$ cat config.mk
export PLATFORM = sky130hd
export DESIGN_NAME = tsbus_arbiter
export DESIGN_NICKNAME = d
export VERILOG_FILES = /design/src/rtl/tsbus_pkg.sv /design/src/rtl/tsbus_arbiter_rr_pick.sv /design/src/rtl/tsbus_arbiter.sv
export SDC_FILE = /design/constraint.sdc
export NUM_CORES = 1
export LEC_CHECK = 0
export BUFFER_PORTS_ARGS = -buffer_cell sky130_fd_sc_hd__clkbuf_2
export CORE_UTILIZATION = 25
export DETAILED_ROUTE_END_ITERATION = 10
export PLACE_DENSITY_LB_ADDON = 0.05
export SLEW_MARGIN = 0
export SYNTH_ARGS = -nofsm -noshare
export SYNTH_HDL_FRONTEND = slang
export SYNTH_SLANG_ARGS = --single-unit
$ cat constraint.sdc
create_clock -name clk -period 1.4 [get_ports clk]
set_input_delay 0.28 -clock clk [delete_from_list [all_inputs] [get_ports clk]]
set_output_delay 0.28 -clock clk [all_outputs]
set_load 0.02 [all_outputs]
$ cat src/rtl/tsbus_pkg.sv
// -----------------------------------------------------------------------------
// tsbus_pkg
// Shared definitions for the three-state bus arbiter and the bus-user benches:
//   - tsbus_state_e : arbiter FSM state encoding
//   - TSBUS_MAX_HOLD_DEF / TSBUS_TURN_CYCLES_DEF : default hold limit and
//     turnaround length
//   - tsbus_own_w() : owner index width for a given user count
// -----------------------------------------------------------------------------
package tsbus_pkg;

  typedef enum logic [1:0] {
    IDLE  = 2'd0,
    GRANT = 2'd1,
    TURN  = 2'd2
  } tsbus_state_e;

  localparam int TSBUS_MAX_HOLD_DEF    = 8;
  localparam int TSBUS_TURN_CYCLES_DEF = 1;

  // Width of an index able to address n_users entries (never below 1 bit).
  function automatic int tsbus_own_w(input int n_users);
    return (n_users > 1) ? $clog2(n_users) : 1;
  endfunction

endpackage : tsbus_pkg

$ cat src/rtl/tsbus_arbiter_rr_pick.sv
// -----------------------------------------------------------------------------
// rr_pick
// Combinational round-robin selector. Searches req_i for the first set bit
// starting at index rr_i and wrapping modulo N_USERS.
//   req_i   [N_USERS-1:0] : request vector
//   rr_i    [OWN_W-1:0]   : highest-priority index (must be < N_USERS)
//   valid_o               : at least one request is set
//   idx_o   [OWN_W-1:0]   : selected index (0 when valid_o is low)
// -----------------------------------------------------------------------------
module rr_pick
  import tsbus_pkg::*;
#(
  parameter int N_USERS = 2,
  parameter int OWN_W   = tsbus_own_w(N_USERS)
) (
  input  logic [N_USERS-1:0] req_i,
  input  logic [OWN_W-1:0]   rr_i,
  output logic               valid_o,
  output logic [OWN_W-1:0]   idx_o
);

  // One extra bit so rr_i + offset never overflows before the wrap.
  logic [OWN_W:0]   pos_w;
  logic [OWN_W-1:0] pos;

  // Scan from the farthest offset down to offset 0, so the last hit written
  // is the one closest to rr_i.
  always_comb begin
    valid_o = 1'b0;
    idx_o   = '0;
    pos_w   = '0;
    pos     = '0;
    for (int k = N_USERS - 1; k >= 0; k--) begin
      pos_w = {1'b0, rr_i} + (OWN_W + 1)'(k);
      if (pos_w >= (OWN_W + 1)'(N_USERS)) begin
        pos_w = pos_w - (OWN_W + 1)'(N_USERS);
      end
      pos = pos_w[OWN_W-1:0];
      if (req_i[pos]) begin
        valid_o = 1'b1;
        idx_o   = pos;
      end
    end
  end

endmodule : rr_pick

$ cat src/rtl/tsbus_arbiter.sv
// -----------------------------------------------------------------------------
// tsbus_arbiter
// Round-robin owner of the enable lines on a shared three-state bus. Grants
// are one-hot-or-zero and registered, separated by TURN_CYCLES idle cycles,
// and an owner is forced off after MAX_HOLD cycles if someone else waits.
//
// State table:
//   state | meaning
//   IDLE  | no owner; arbitrate every edge, grant low
//   GRANT | owner drives the bus; hold counter runs
//   TURN  | turnaround, all grants low; arbitrate on the last turn cycle
//
// Ports:
//   clk       : system clock, rising edge
//   rst_n     : asynchronous reset, active low
//   req       [N_USERS-1:0] : per-user level request
//   grant     [N_USERS-1:0] : registered one-hot-or-zero enable per user
//   bus_busy  : registered OR of grant
//   owner     [OWN_W-1:0]   : index of current/last granted user
//   turn      : high during turnaround cycles
// -----------------------------------------------------------------------------
module tsbus_arbiter
  import tsbus_pkg::*;
#(
  parameter int N_USERS     = 2,
  parameter int MAX_HOLD    = TSBUS_MAX_HOLD_DEF,
  parameter int TURN_CYCLES = TSBUS_TURN_CYCLES_DEF,
  parameter int OWN_W       = tsbus_own_w(N_USERS)
) (
  input  logic               clk,
  input  logic               rst_n,
  input  logic [N_USERS-1:0] req,
  output logic [N_USERS-1:0] grant,
  output logic               bus_busy,
  output logic [OWN_W-1:0]   owner,
  output logic               turn
);

  // With MAX_HOLD = 0 the hold counter is never consulted; it still needs a
  // legal width and saturation point.
  localparam int HOLD_SAT = (MAX_HOLD > 0) ? MAX_HOLD : 1;
  localparam int HOLD_W   = $clog2(HOLD_SAT + 1);
  localparam int TC_W     = $clog2(TURN_CYCLES + 1);

  localparam logic [HOLD_W-1:0] HOLD_SAT_V = HOLD_W'(HOLD_SAT);
  localparam logic [HOLD_W-1:0] HOLD_ONE   = HOLD_W'(1);
  localparam logic [TC_W-1:0]   TC_INIT    = TC_W'(TURN_CYCLES);
  localparam logic [TC_W-1:0]   TC_ONE     = TC_W'(1);
  localparam logic [OWN_W-1:0]  OWN_LAST   = OWN_W'(N_USERS - 1);
  localparam logic [OWN_W-1:0]  OWN_ONE    = OWN_W'(1);

  tsbus_state_e        state_q, state_d;
  logic [N_USERS-1:0]  grant_q, grant_d;
  logic                busy_q, busy_d;
  logic [OWN_W-1:0]    owner_q, owner_d;
  logic [OWN_W-1:0]    rr_q, rr_d;
  logic [HOLD_W-1:0]   hold_q, hold_d;
  logic [TC_W-1:0]     tcnt_q, tcnt_d;
  logic                turn_q, turn_d;

  logic                pick_valid;
  logic [OWN_W-1:0]    pick_idx;
  logic                owner_req;
  logic                others_req;
  logic                hold_expired;

  rr_pick #(
    .N_USERS (N_USERS),
    .OWN_W   (OWN_W)
  ) u_rr_pick (
    .req_i   (req),
    .rr_i    (rr_q),
    .valid_o (pick_valid),
    .idx_o   (pick_idx)
  );

  assign owner_req    = req[owner_q];
  // grant_q is one-hot on the owner while in GRANT, so masking it leaves only
  // competing requests.
  assign others_req   = |(req & ~grant_q);
  assign hold_expired = (MAX_HOLD != 0) && (hold_q == HOLD_SAT_V) && others_req;

  always_comb begin
    state_d = state_q;
    grant_d = grant_q;
    owner_d = owner_q;
    rr_d    = rr_q;
    hold_d  = hold_q;
    tcnt_d  = tcnt_q;
    turn_d  = turn_q;

    case (state_q)
      IDLE: begin
        grant_d = '0;
        turn_d  = 1'b0;
        if (pick_valid) begin
          grant_d[pick_idx] = 1'b1;
          owner_d           = pick_idx;
          hold_d            = HOLD_ONE;
          state_d           = GRANT;
        end
      end

      GRANT: begin
        if (hold_q < HOLD_SAT_V) begin
          hold_d = hold_q + HOLD_ONE;
        end
        if (!owner_req || hold_expired) begin
          grant_d = '0;
          rr_d    = (owner_q == OWN_LAST) ? '0 : owner_q + OWN_ONE;
          turn_d  = 1'b1;
          tcnt_d  = TC_INIT;
          state_d = TURN;
        end
      end

      TURN: begin
        grant_d = '0;
        if (tcnt_q <= TC_ONE) begin
          // Last turnaround cycle: arbitrate now so the next owner's grant
          // rises right after the gap, not one cycle later.
          turn_d = 1'b0;
          tcnt_d = '0;
          if (pick_valid) begin
            grant_d[pick_idx] = 1'b1;
            owner_d           = pick_idx;
            hold_d            = HOLD_ONE;
            state_d           = GRANT;
          end else begin
            state_d = IDLE;
          end
        end else begin
          tcnt_d = tcnt_q - TC_ONE;
        end
      end

      default: begin
        grant_d = '0;
        turn_d  = 1'b0;
        state_d = IDLE;
      end
    endcase
  end

  assign busy_d = |grant_d;

  always_ff @(posedge clk or negedge rst_n) begin
    if (!rst_n) begin
      state_q <= IDLE;
      grant_q <= '0;
      busy_q  <= 1'b0;
      owner_q <= '0;
      rr_q    <= '0;
      hold_q  <= '0;
      tcnt_q  <= '0;
      turn_q  <= 1'b0;
    end else begin
      state_q <= state_d;
      grant_q <= grant_d;
      busy_q  <= busy_d;
      owner_q <= owner_d;
      rr_q    <= rr_d;
      hold_q  <= hold_d;
      tcnt_q  <= tcnt_d;
      turn_q  <= turn_d;
    end
  end

  assign grant    = grant_q;
  assign bus_busy = busy_q;
  assign owner    = owner_q;
  assign turn     = turn_q;

endmodule : tsbus_arbiter
==> impl_summary.log <==
INFO  metric combinationalPowerShare = 0.481
INFO  metric reg2reg_from = hold_q[1]$_DFFE_PN0P_
INFO  metric clock_tree.root_cell = sky130_fd_sc_hd__clkbuf_4
INFO  metric viasPerCell = 4.50
INFO  metric ff2ff_setup_slack = 0.04 ns
INFO  metric clock_power_share = 0.135
INFO  metric sequentialPowerShare = 0.384
INFO  metric chipWidth = 50.5 um
INFO  metric pwr_dens = 2200 nW/um^2
INFO  metric class_of_the_worst_hold_path = input pin to flip-flop
INFO  metric grt_overflow_total = 0
INFO  metric critical_r2r_capture = turn$_DFFE_PN0P_
INFO  metric period_share = 0.968
INFO  metric worst_ep_required_time = 1.56 ns
INFO  metric critPathLaunch = hold_q[1]$_DFFE_PN0P_
INFO  metric dr.first_iter.drc_count = 13
INFO  metric tightest_slew = 0.306 ns
INFO  metric floorplan.io_pins = 9
INFO  metric grt_start_max_net_pins = 13
INFO  metric number_of_vias_after_detailed_routing = 454
INFO  metric number_of_global_route_vias_before_repair = 475
INFO  metric netlist_top_cells_count = sky130_fd_sc_hd__dfrtp_1 (12), sky130_fd_sc_hd__nor2_1 (7), sky130_fd_sc_hd__nand2_1 (5), sky130_fd_sc_hd__o21ai_0 (5)
INFO  metric ys_ff_latch = 12
INFO  metric drv_slew = 0
INFO  metric cts-htree-levels = 1
INFO  metric critPathTopFamily = simple AND/OR/NAND/NOR gates
INFO  metric wirelength = 1250 um
INFO  metric synth.yosys.warnings = 0
INFO  metric antenna_cells_inserted = 0
INFO  metric setup.worst_path.end = turn$_DFFE_PN0P_
INFO  metric floorplan.die_area = 2550 um^2
INFO  metric synth_top_cell_area_share = 0.512
INFO  metric synthesized_netlist_net_count = 61
INFO  metric core = 2210 um^2
INFO  metric timing.critical_path.buf_inv = 1
INFO  metric irDropWorstVdd = 0.000703 V
INFO  metric grt_setup_unrepaired = true
INFO  metric detailed_place_hpwl = 908 um
INFO  metric cp-start-kind = flip-flop
INFO  metric maxClockFrequency = 0.738 GHz
INFO  metric yosys_most_used_dff = sky130_fd_sc_hd__dfrtp_1
INFO  metric initial_core_util = 0.265
INFO  metric net-switching-power = 0.663 mW
INFO  metric critical_path.max_fanout = 4
INFO  metric place.gp.congestion = 0.781
INFO  metric seq_area_frac_synth = 0.512
INFO  metric final_cell_count_without_fillers = 101
INFO  metric timing.critical_path.arrival = 1.52 ns
INFO  metric power.share.switching = 0.408
INFO  metric cts.sink_count = 12
INFO  metric max-clock-path-buffers = 2
INFO  metric gr-usage-all-layers = 0.121
INFO  metric synth.avg_cell_area = 10.7 um^2
INFO  metric port-buffer-count = 8
INFO  metric post_route_cells_drive_above_1_share = 0.329
INFO  metric initial_antenna_violation_count = 0
INFO  metric run_status = finished clean
INFO  metric placement.setup.worst_slack = 0.0234 ns
INFO  metric die_h = 50.5 um
INFO  metric synth_area = 587 um^2
INFO  metric fin_crit = 1.36 ns
INFO  metric critical_path_class = flip-flop to flip-flop
INFO  metric cell_taking_the_most_area_after_synthesis = sky130_fd_sc_hd__dfrtp_1
INFO  metric routedWlPerCell = 12.4 um
INFO  metric p_leak = 0.350 nW
INFO  metric number_of_enable_flip_flop_cells_after_synthesis = 0
INFO  metric cap_violations = 0
INFO  metric cts_tree = built
INFO  metric detailedRoute.firstPassIterationCount = 3
INFO  metric synthCells = 55
INFO  metric timing.max_slew.rel_slack = 0.795
INFO  metric post-synth-top-count-cell = sky130_fd_sc_hd__dfrtp_1
INFO  metric clkLatencyLatePin = 0.28 ns
INFO  metric finalHoldViolCount = 0
INFO  metric p_int = 0.964 mW
INFO  metric grt_pass1_wl = 2170 um
INFO  metric netlist_top_cells_area = sky130_fd_sc_hd__dfrtp_1 (51%), sky130_fd_sc_hd__nor2_1 (4.5%), sky130_fd_sc_hd__ha_1 (4.3%)
INFO  metric dp.cells = 97
INFO  metric fin_ws = 0.0441 ns
INFO  metric crit_path_top_delay_cell = sky130_fd_sc_hd__dfrtp_1
INFO  metric synth_cell_types = 26
INFO  metric syn2layout_area_growth = 26.0%
INFO  metric crit_path_end_kind = flip-flop
INFO  metric clkSlewWorstSetupHoldPaths = 0.08 ns
INFO  metric postRouteAntennaNets = 0
INFO  metric cts-buffers-inserted = 3
INFO  metric route.detailed.drc = 0
INFO  metric timing.reg2reg.worst_path_depth = 6
INFO  metric finClkSkew = 0.00925 ns
INFO  metric nets = 81
INFO  metric crit_chain = inv_1, ha_1, nand2_1, a211oi_4, or2_2, o21a_1
INFO  metric timing.critical_path.depth = 6
INFO  metric finalSetupViolCount = 0
INFO  metric cp_slowest_stage_delay = 0.35 ns
INFO  metric cts.repair_timing.setup_buffer_count = 0
INFO  metric asyncSetResetFlopFracSynth = 1.00
INFO  metric num_rows = 17
worst min-delay path, stage by stage:
cell	delay, ns
sky130_fd_sc_hd__clkbuf_2	0.13
sky130_fd_sc_hd__nand3b_1	0.09
sky130_fd_sc_hd__o21ai_1	0.06
worst min-delay path by stage:
stage	from	end	slack (ns)	depth (start not counted)
detailed placement	rst_n	turn$_DFFE_PN0P_	0.19	1
floorplan	rst_n	bus_busy$_DFF_PN0_	-0.02	0
CTS	req[0]	grant[0]$_DFF_PN0_	0.35	3
global placement	rst_n	bus_busy$_DFF_PN0_	0.19	1
finish	req[0]	grant[0]$_DFF_PN0_	0.34	3
global route	req[0]	grant[0]$_DFF_PN0_	0.36	3
stage by stage:
step | setup TNS [ns] | total power, mW | instance area (um^2) | utilization | hold WS [ns]
2_1_floorplan | 0 | 1.08 | 587 | - | -0.0156
3_3_place_gp | 0 | 1.43 | 707 | 0.320 | 0.194
3_5_place_dp | 0 | 1.41 | 707 | 0.320 | 0.189
4_1_cts | 0 | 1.63 | 739 | 0.334 | 0.350
5_1_grt | -0.0355 | 1.77 | 739 | 0.334 | 0.357
6_report | 0 | 1.63 | 739 | 0.334 | 0.339
layout make-up:
type | count | area, um^2
sequential | 12 | 300
fill | 242 | 1470
inverter | 2 | 7.51
multi-input combinational | 41 | 279
clock buffer | 3 | 22.5
timing repair buffer | 15 | 95.1
tap | 28 | 35.0
flip-flops by register name, indices dropped and copies added (netlist names):
name	count
state_q	2
bus_busy	1
rr_q	1
hold_q	4
owner	1
turn	1
grant	2
power by group through the flow:
| stage | clock network (mW) | logic [mW] | registers (mW) |
|---|---|---|---|
| final | 0.219 | 0.783 | 0.625 |
| after global routing | 0.247 | 0.877 | 0.646 |
| after CTS | 0.222 | 0.785 | 0.622 |
| after detailed placement | 0 | 0.779 | 0.630 |
| after global placement | 0 | 0.798 | 0.631 |
| after floorplan | 0 | 0.382 | 0.699 |
placed cells by master (no fill, tap or decap):
cell type                       instances
sky130_fd_sc_hd__or2_2                  2
sky130_fd_sc_hd__clkbuf_4               3
sky130_fd_sc_hd__a211oi_4               1
sky130_fd_sc_hd__nand2b_2               2
sky130_fd_sc_hd__nand2_1                5
sky130_fd_sc_hd__o21ai_1                2
sky130_fd_sc_hd__nor2_1                 7
sky130_fd_sc_hd__a31o_1                 1
sky130_fd_sc_hd__a21o_1                 1
sky130_fd_sc_hd__and2b_2                1
sky130_fd_sc_hd__inv_1                  2
sky130_fd_sc_hd__xor2_1                 1
sky130_fd_sc_hd__a2bb2oi_1              1
sky130_fd_sc_hd__ha_1                   2
sky130_fd_sc_hd__nor2b_1                1
sky130_fd_sc_hd__nand3b_1               1
sky130_fd_sc_hd__buf_4                  6
sky130_fd_sc_hd__dfrtp_1               12
sky130_fd_sc_hd__mux2i_1                1
sky130_fd_sc_hd__o31ai_1                1
sky130_fd_sc_hd__o21ai_0                3
sky130_fd_sc_hd__a41oi_1                1
sky130_fd_sc_hd__dlygate4sd3_1          1
sky130_fd_sc_hd__o21a_1                 1
sky130_fd_sc_hd__nor3b_1                1
sky130_fd_sc_hd__nor3_1                 1
sky130_fd_sc_hd__a211oi_1               1
sky130_fd_sc_hd__nand2b_1               1
sky130_fd_sc_hd__a21oi_1                1
sky130_fd_sc_hd__clkbuf_2               8
sky130_fd_sc_hd__nor3b_2                1
timing repair:
item                       CTS  global route
resized for setup            0             2
setup endpoints to repair    0             6
hold endpoints to repair    12             0
hold buffers                 1             0
kinds of logic after synthesis:
logic type	Yosys count	synth area share
and+or+nand+nor	23	0.220
AOI/OAI and AO/OA	14	0.181
DFF	12	0.512
buffers and inverters	2	0.0128
adders and majority gates	2	0.0426
xor gates and xnor gates	1	0.0149
muxes	1	0.0171
layer usage:
layer | global-route usage | routed length [um]
met5 | 0 | 0
met4 | 0.0833 | 40
met3 | 0.0273 | 39
met2 | 0.167 | 517
met1 | 0.167 | 651
Power figures use the tool's default switching activity.
